$ cat config.mk
export PLATFORM = sky130hd
export DESIGN_NAME = fft_seq_ctrl
export DESIGN_NICKNAME = d
export VERILOG_FILES = /design/src/rtl/fft_pkg.sv /design/src/rtl/fft_ctrl_delay_line.sv /design/src/rtl/fft_seq_ctrl.sv
export SDC_FILE = /design/constraint.sdc
export NUM_CORES = 1
export LEC_CHECK = 0
export ABC_AREA = 1
export CORE_ASPECT_RATIO = 0.5
export CORE_MARGIN = 2
export CORE_UTILIZATION = 32
export CTS_BUF_LIST = sky130_fd_sc_hd__clkbuf_8 sky130_fd_sc_hd__clkbuf_16
export DETAILED_ROUTE_END_ITERATION = 10
export PLACE_DENSITY = 0.73
export SETUP_SLACK_MARGIN = 0.5
export SYNTH_ARGS = -nofsm -noshare
export SYNTH_HDL_FRONTEND = slang
export SYNTH_SLANG_ARGS = --single-unit
$ cat constraint.sdc
create_clock -name clk -period 1.6 [get_ports clk]
set_input_delay 0.24 -clock clk [delete_from_list [all_inputs] [get_ports clk]]
set_output_delay 0.24 -clock clk [all_outputs]
set_load 0.05 [all_outputs]
$ cat src/rtl/fft_pkg.sv
// Shared constants and types for the 256-point, 4-bank FFT sequencer.
// Holds the geometry, the FSM state encoding and the crossbar select codes.
package fft_pkg;

    localparam int N          = 256;
    localparam int LOG2N      = 8;
    localparam int ADDR_BIT   = 6;
    localparam int MEM_HEIGHT = 1 << ADDR_BIT;
    localparam int PIPE_LAT   = 3;

    localparam int AW   = 4 * ADDR_BIT;
    localparam int TW_W = LOG2N - 1;

    typedef enum logic [2:0] {
        IDLE,
        LOAD,
        COMPUTE,
        DRAIN,
        UNLOAD,
        DONE
    } state_t;

    typedef enum logic [1:0] {
        XBAR_CROSS  = 2'd0,
        XBAR_ADJ    = 2'd1,
        XBAR_BYPASS = 2'd2
    } xbar_t;

    // One write command travelling from the read side to the write side.
    typedef struct packed {
        logic          en;
        logic [AW-1:0] addr;
        logic [1:0]    sel;
    } wr_cmd_t;

    function automatic logic [1:0] xbar_of(input logic [3:0] stg);
        logic [1:0] sel;
        if (stg == 4'd0)
            sel = XBAR_CROSS;
        else if (stg == 4'd1)
            sel = XBAR_ADJ;
        else
            sel = XBAR_BYPASS;
        return sel;
    endfunction

endpackage

$ cat src/rtl/fft_ctrl_delay_line.sv
// Delays the read-side command {en, addr, xbar_sel} by PIPE_LAT cycles
// so butterfly results are written back in place.
// Ports: clk, rst (async active-low), din (read-side cmd), dout (write-side cmd).
module fft_ctrl_delay_line
    import fft_pkg::*;
(
    input  logic    clk,
    input  logic    rst,
    input  wr_cmd_t din,
    output wr_cmd_t dout
);

    wr_cmd_t pipe [PIPE_LAT];

    always_ff @(posedge clk or negedge rst) begin
        if (!rst) begin
            for (int i = 0; i < PIPE_LAT; i++)
                pipe[i] <= '0;
        end else begin
            pipe[0] <= din;
            for (int i = 1; i < PIPE_LAT; i++)
                pipe[i] <= pipe[i-1];
        end
    end

    assign dout = pipe[PIPE_LAT-1];

endmodule

$ cat src/rtl/fft_seq_ctrl.sv
// Sequencer for the 4-bank in-place FFT: LOAD, LOG2N compute stages with
// drain gaps, UNLOAD with backpressure, then a one-cycle done pulse.
// Ports: clk, rst (async active-low), start, in_valid, out_ready in;
// busy, done, prepare_data, rd_en, wr_en, addr_read, addr_write, m12, m13,
// bypass_en, tw_addr, stage, out_valid out.
module fft_seq_ctrl
    import fft_pkg::*;
(
    input  logic            clk,
    input  logic            rst,
    input  logic            start,
    input  logic            in_valid,
    input  logic            out_ready,
    output logic            busy,
    output logic            done,
    output logic            prepare_data,
    output logic            rd_en,
    output logic            wr_en,
    output logic [AW-1:0]   addr_read,
    output logic [AW-1:0]   addr_write,
    output logic [1:0]      m12,
    output logic [1:0]      m13,
    output logic            bypass_en,
    output logic [TW_W-1:0] tw_addr,
    output logic [3:0]      stage,
    output logic            out_valid
);

    localparam logic [ADDR_BIT-1:0] CNT_MAX   = ADDR_BIT'(MEM_HEIGHT - 1);
    localparam logic [ADDR_BIT-1:0] DRAIN_MAX = ADDR_BIT'(PIPE_LAT - 1);
    localparam logic [3:0]          STG_MAX   = 4'(LOG2N - 1);

    state_t              state;
    logic [ADDR_BIT-1:0] cnt;
    logic [3:0]          stg;
    logic                rd_done;
    logic                ov;

    logic                in_cmp;
    logic                in_unl;
    logic [1:0]          xsel;
    logic [AW-1:0]       cnt_lanes;
    logic [ADDR_BIT+LOG2N-1:0] tw_full;
    wr_cmd_t             rd_cmd;
    wr_cmd_t             wr_cmd;

    always_ff @(posedge clk or negedge rst) begin
        if (!rst) begin
            state   <= IDLE;
            cnt     <= '0;
            stg     <= '0;
            rd_done <= 1'b0;
            ov      <= 1'b0;
        end else begin
            unique case (state)
                IDLE: begin
                    if (start) begin
                        state <= LOAD;
                        cnt   <= '0;
                        stg   <= '0;
                    end
                end
                LOAD: begin
                    if (in_valid) begin
                        cnt <= cnt + 1'b1;
                        if (cnt == CNT_MAX)
                            state <= COMPUTE;
                    end
                end
                COMPUTE: begin
                    cnt <= cnt + 1'b1;
                    if (cnt == CNT_MAX)
                        state <= DRAIN;
                end
                // cnt is reused to time the write-back drain.
                DRAIN: begin
                    if (cnt == DRAIN_MAX) begin
                        cnt <= '0;
                        if (stg == STG_MAX) begin
                            state   <= UNLOAD;
                            rd_done <= 1'b0;
                            ov      <= 1'b0;
                        end else begin
                            stg   <= stg + 4'd1;
                            state <= COMPUTE;
                        end
                    end else begin
                        cnt <= cnt + 1'b1;
                    end
                end
                // A read is only issued when the group in flight can move,
                // so the registered bank output is never overwritten.
                UNLOAD: begin
                    if (out_ready) begin
                        if (rd_done) begin
                            ov    <= 1'b0;
                            state <= DONE;
                        end else begin
                            ov  <= 1'b1;
                            cnt <= cnt + 1'b1;
                            if (cnt == CNT_MAX)
                                rd_done <= 1'b1;
                        end
                    end
                end
                DONE: begin
                    state <= IDLE;
                end
                default: begin
                    state <= IDLE;
                end
            endcase
        end
    end

    assign in_cmp    = (state == COMPUTE);
    assign in_unl    = (state == UNLOAD);
    assign xsel      = xbar_of(stg);
    assign cnt_lanes = {4{cnt}};
    assign tw_full   = {{LOG2N{1'b0}}, cnt} << stg;

    // Only compute reads produce a write-back.
    assign rd_cmd.en   = in_cmp;
    assign rd_cmd.addr = in_cmp ? cnt_lanes : '0;
    assign rd_cmd.sel  = in_cmp ? xsel : 2'd0;

    fft_ctrl_delay_line u_dly (
        .clk  (clk),
        .rst  (rst),
        .din  (rd_cmd),
        .dout (wr_cmd)
    );

    assign busy         = (state != IDLE);
    assign done         = (state == DONE);
    assign prepare_data = (state == LOAD);
    assign rd_en        = in_cmp | (in_unl & out_ready & ~rd_done);
    assign addr_read    = (in_cmp | in_unl) ? cnt_lanes : '0;
    assign wr_en        = prepare_data ? in_valid : wr_cmd.en;
    assign addr_write   = prepare_data ? cnt_lanes : wr_cmd.addr;
    assign m12          = rd_cmd.sel;
    assign m13          = wr_cmd.sel;
    assign bypass_en    = in_cmp & (stg >= 4'd2);
    assign tw_addr      = in_cmp ? tw_full[TW_W-1:0] : '0;
    assign stage        = stg;
    assign out_valid    = ov;

endmodule

==> summary.txt <==
Outcome
  – Outcome: finished, violations left
  – Failing checks: negative setup slack

Yosys
  – Post-synthesis cell count: between 300 and 400
  – Register area share after synthesis: 44.5%
  – Mapped cell area: about 0.0024 mm2
  – Yosys warns: 0
  – Synth cell types: 26
  – #FFs+latches synth: 42
  – Syn_area_per_cell: 7.85 um2
  – Syn Nets: around 310

Global routing
  – Initial antenna violation count: 0
  – Largest net degree at the start of global routing: 21
  – GRT Resource Usage Total: between 20 and 25%
  – Overflow after GRT: 0
  – Global-route wire length before repair: ~13000 um
  – Vias in the first global route: approximately 2.5k

Layout
  – Fin nets: roughly 430
  – FILL cells: around 390
  – Final cell count without fillers: around 520
  – Syn-to-layout area delta: 123%
  – Util after Layout: between 70 and 80%
  – Share of layout cells above drive strength 1: 64.1%
  – Antenna Cells: 0

Detailed routing
  – Metal-1 WL: 3750 um
  – Via/cell ratio: 5.29
  – DRC errors left: 0
  – DRT iter0 DRCs: 273
  – Drt wl/cell: slightly below 20 um
  – Pre-antenna DRT Iters: 5
  – Top Layer Used: met4
  – Metal2 WL: 4820 um
  – Drt total wl: around 10000 um
  – DR vias: between 2k and 3k
  – DR WL met3: roughly 800 um
  – Antenna viol nets, final: 0

Place
  – Placed Instances: about 470
  – Dpl ws: -86.4 ps
  – GP Congestion: 0.827
  – # port buffers: 74
  – Dpl hpwl: 4960 um

Pwr
  – VDD IR max: approximately 0.41 mV
  – Pwr Density: ~430 mW/mm2
  – P_leak: around 2.5 nW

Timing
  – Max Transition Viols Final: 0
  – Final period utilization: 126%
  – Post-Route Setup TNS: -24480 ps
  – Final min period: around 2000 ps
  – Slew @ Worst Pin: 382 ps
  – RSZ-0062 raised after global routing: true
  – PnR worst setup slack: -410 ps
  – Final hold viol count: 0
  – Clock skew: roughly 6.5 ps
  – Max Fclk: around 500 MHz
  – Max-slew headroom: roughly three quarters
  – Finish-stage setup viols: 78

Clock network
  – CTS tree: built
  – CTS root buffer: clkbuf_16
  – Htree depth: 2
  – Num CTS Buffers: 5
  – Clk buf depth: 2
  – Clk_lat worst skew: slightly below 300 ps
  – CTS clk-pin slew, worst paths: 60 ps
  – Clock Sinks: 42

Flow run
  – Max-cap viol count: 0

Floorplanning
  – Die ar.: slightly above 0.008 mm2
  – Core Region: 0.00724 mm2
  – Starting density of the core: between 30% and 40%
  – Die Ht: 64.8 um
  – Die width: between 100 and 150 um
  – IO Pins: 75
  – Rows: 22

Critical path
  – Worst setup EP type: primary output
  – Kind of critical path: reg -> out
  – CP Buf/Inv Count: 3
  – CP required: roughly 1400 ps
  – Top delay family on crit path: simple AND/OR/NAND/NOR gates
  – Worst path cell trace: nor2_4, nand2_2, nand2_4, clkinvlp_4, buf_12, nor2_4, buf_12
  – CP max stage delay: 470 ps
  – Crit path launch type: flop
  – Crit Path Max Fanout: 6
  – Cell at the slowest stage of the critical path: dfrtp_2
  – Worst Path Arrival: about 1800 ps

Hold path
  – Hold crit path type: reg -> reg
[logic make-up (layout without fill, tap and decap cells)]
logic type / Yosys count / after routing / share of synthesized area (%)
DFF: 42 / 42 / 44.5
xor gates and xnor gates: 3 / 3 / 1.11
adders and majority gates: 6 / 6 / 3.18
AOI/OAI and AO/OA: 33 / 33 / 7.42
and+or+nand+nor: 141 / 141 / 25.2
buffers and inverters: 76 / 196 / 18.6
[layer usage]
| layer | up-vias | track usage, % |
|---|---|---|
| met2 | 196 | 36.3 |
| met4 | 0 | 10.6 |
| met3 | 67 | 3.88 |
| li1 | 1143 | - |
| met1 | 1328 | 23.2 |
| met5 | - | 0 |
[worst register-to-register path, delay by kind of cell (launching register included)]
kind | cells | cell delay, ps
buffers and inverters | 6 | 790
flip-flops | 1 | 470
AND/OR/NAND/NOR | 6 | 520
[final timing paths]
check                                         startpoint                  endpoint  slack [ps]  cells past startpoint
worst min register to register  u_dly.pipe[47]$_DFF_PN0_  u_dly.dout[14]$_DFF_PN0_         350                      0
worst max register to register      state[1]$_DFFE_PN0P_        cnt[1]$_DFFE_PN0P_        -310                     12
max in group asynchronous                            rst      state[0]$_DFFE_PN0P_         660                      3
worst min-delay path            u_dly.pipe[47]$_DFF_PN0_  u_dly.dout[14]$_DFF_PN0_         350                      0
worst max-delay path                state[1]$_DFFE_PN0P_             addr_read[10]        -410                      7
min in group asynchronous                            rst   u_dly.dout[0]$_DFF_PN0_         390                      2
[state kept, by name, summed over array words and instances, names as in the netlist]
name and cells:
stage 4, u_dly.pipe 18, u_dly.dout 9, rd_done 1
out_valid 1, cnt 6, state 3
[stage by stage]
stage / instance area (um2) / total power (W) / hold slack, ps
global placement: 4310 / 0.00112 / 175
detailed placement: 4310 / 0.00112 / 182
finish: 5270 / 0.00227 / 347
CTS: 4990 / 0.00224 / 347
global route: 5270 / 0.00233 / 357
floorplan: 2880 / 0.00108 / -55.6
[cell type report]
cell class	instances	area, um2	area share [%]
Sequential cell	42	1060	20.2
Clock buffer	5	125	2.38
Inverter	32	148	2.80
Timing Repair Buffer	156	2300	43.6
Multi-Input combinational cell	183	1470	28.0
Clock inverter	3	41.3	0.784
Tap cell	96	120	2.28
[Yosys cell counts (all sizes together)]
library cell  number  area share [%]
xor2               3             1.1
buf               43              13
o21ai             18             3.8
nand3             21             4.7
inv               31             4.9
nor3               2            0.42
nor2              37             6.3
clkinv             1            0.16
nand2             76              12
nand3b             2            0.64
o21bai             1            0.32
dfrtp             42              44
o211ai             2            0.64
and2               1            0.26
or2                1            0.26
o21a               1            0.32
a21oi             11             2.3
clkbuf             1            0.16
nand4              1            0.26
ha                 6             3.2
[power breakdown]
group          leakage (nW)  switching (W)  total (W)  internal, W
registers             0.484              0    0.00106      0.00106
clock network        0.0812       0.000435    0.00117     0.000731
logic                  1.91      0.0000255  0.0000388    0.0000133
total                  2.47       0.000461    0.00227      0.00181
[cells in the final DEF (no fill, tap or decap), drive strengths merged, types with 6 or more instances in the layout]
| master | instances |
|---|---|
| clkbuf | 6 |
| nand3 | 21 |
| a21oi | 11 |
| nand2 | 76 |
| buf | 151 |
| nor2 | 37 |
| dfrtp | 42 |
| inv | 30 |
| ha | 6 |
| o21ai | 18 |
[timing repair]
| action | 4_1_cts | 5_1_grt |
|---|---|---|
| buffers inserted | 22 | 15 |
| pin swaps | 36 | 26 |
| resized for setup | 83 | 42 |
| endpoints found under the setup margin | 85 | 113 |
| endpoints found under the hold margin | 15 | 0 |
| hold buffers | 1 | 0 |
(Power assumes the default switching activity.)
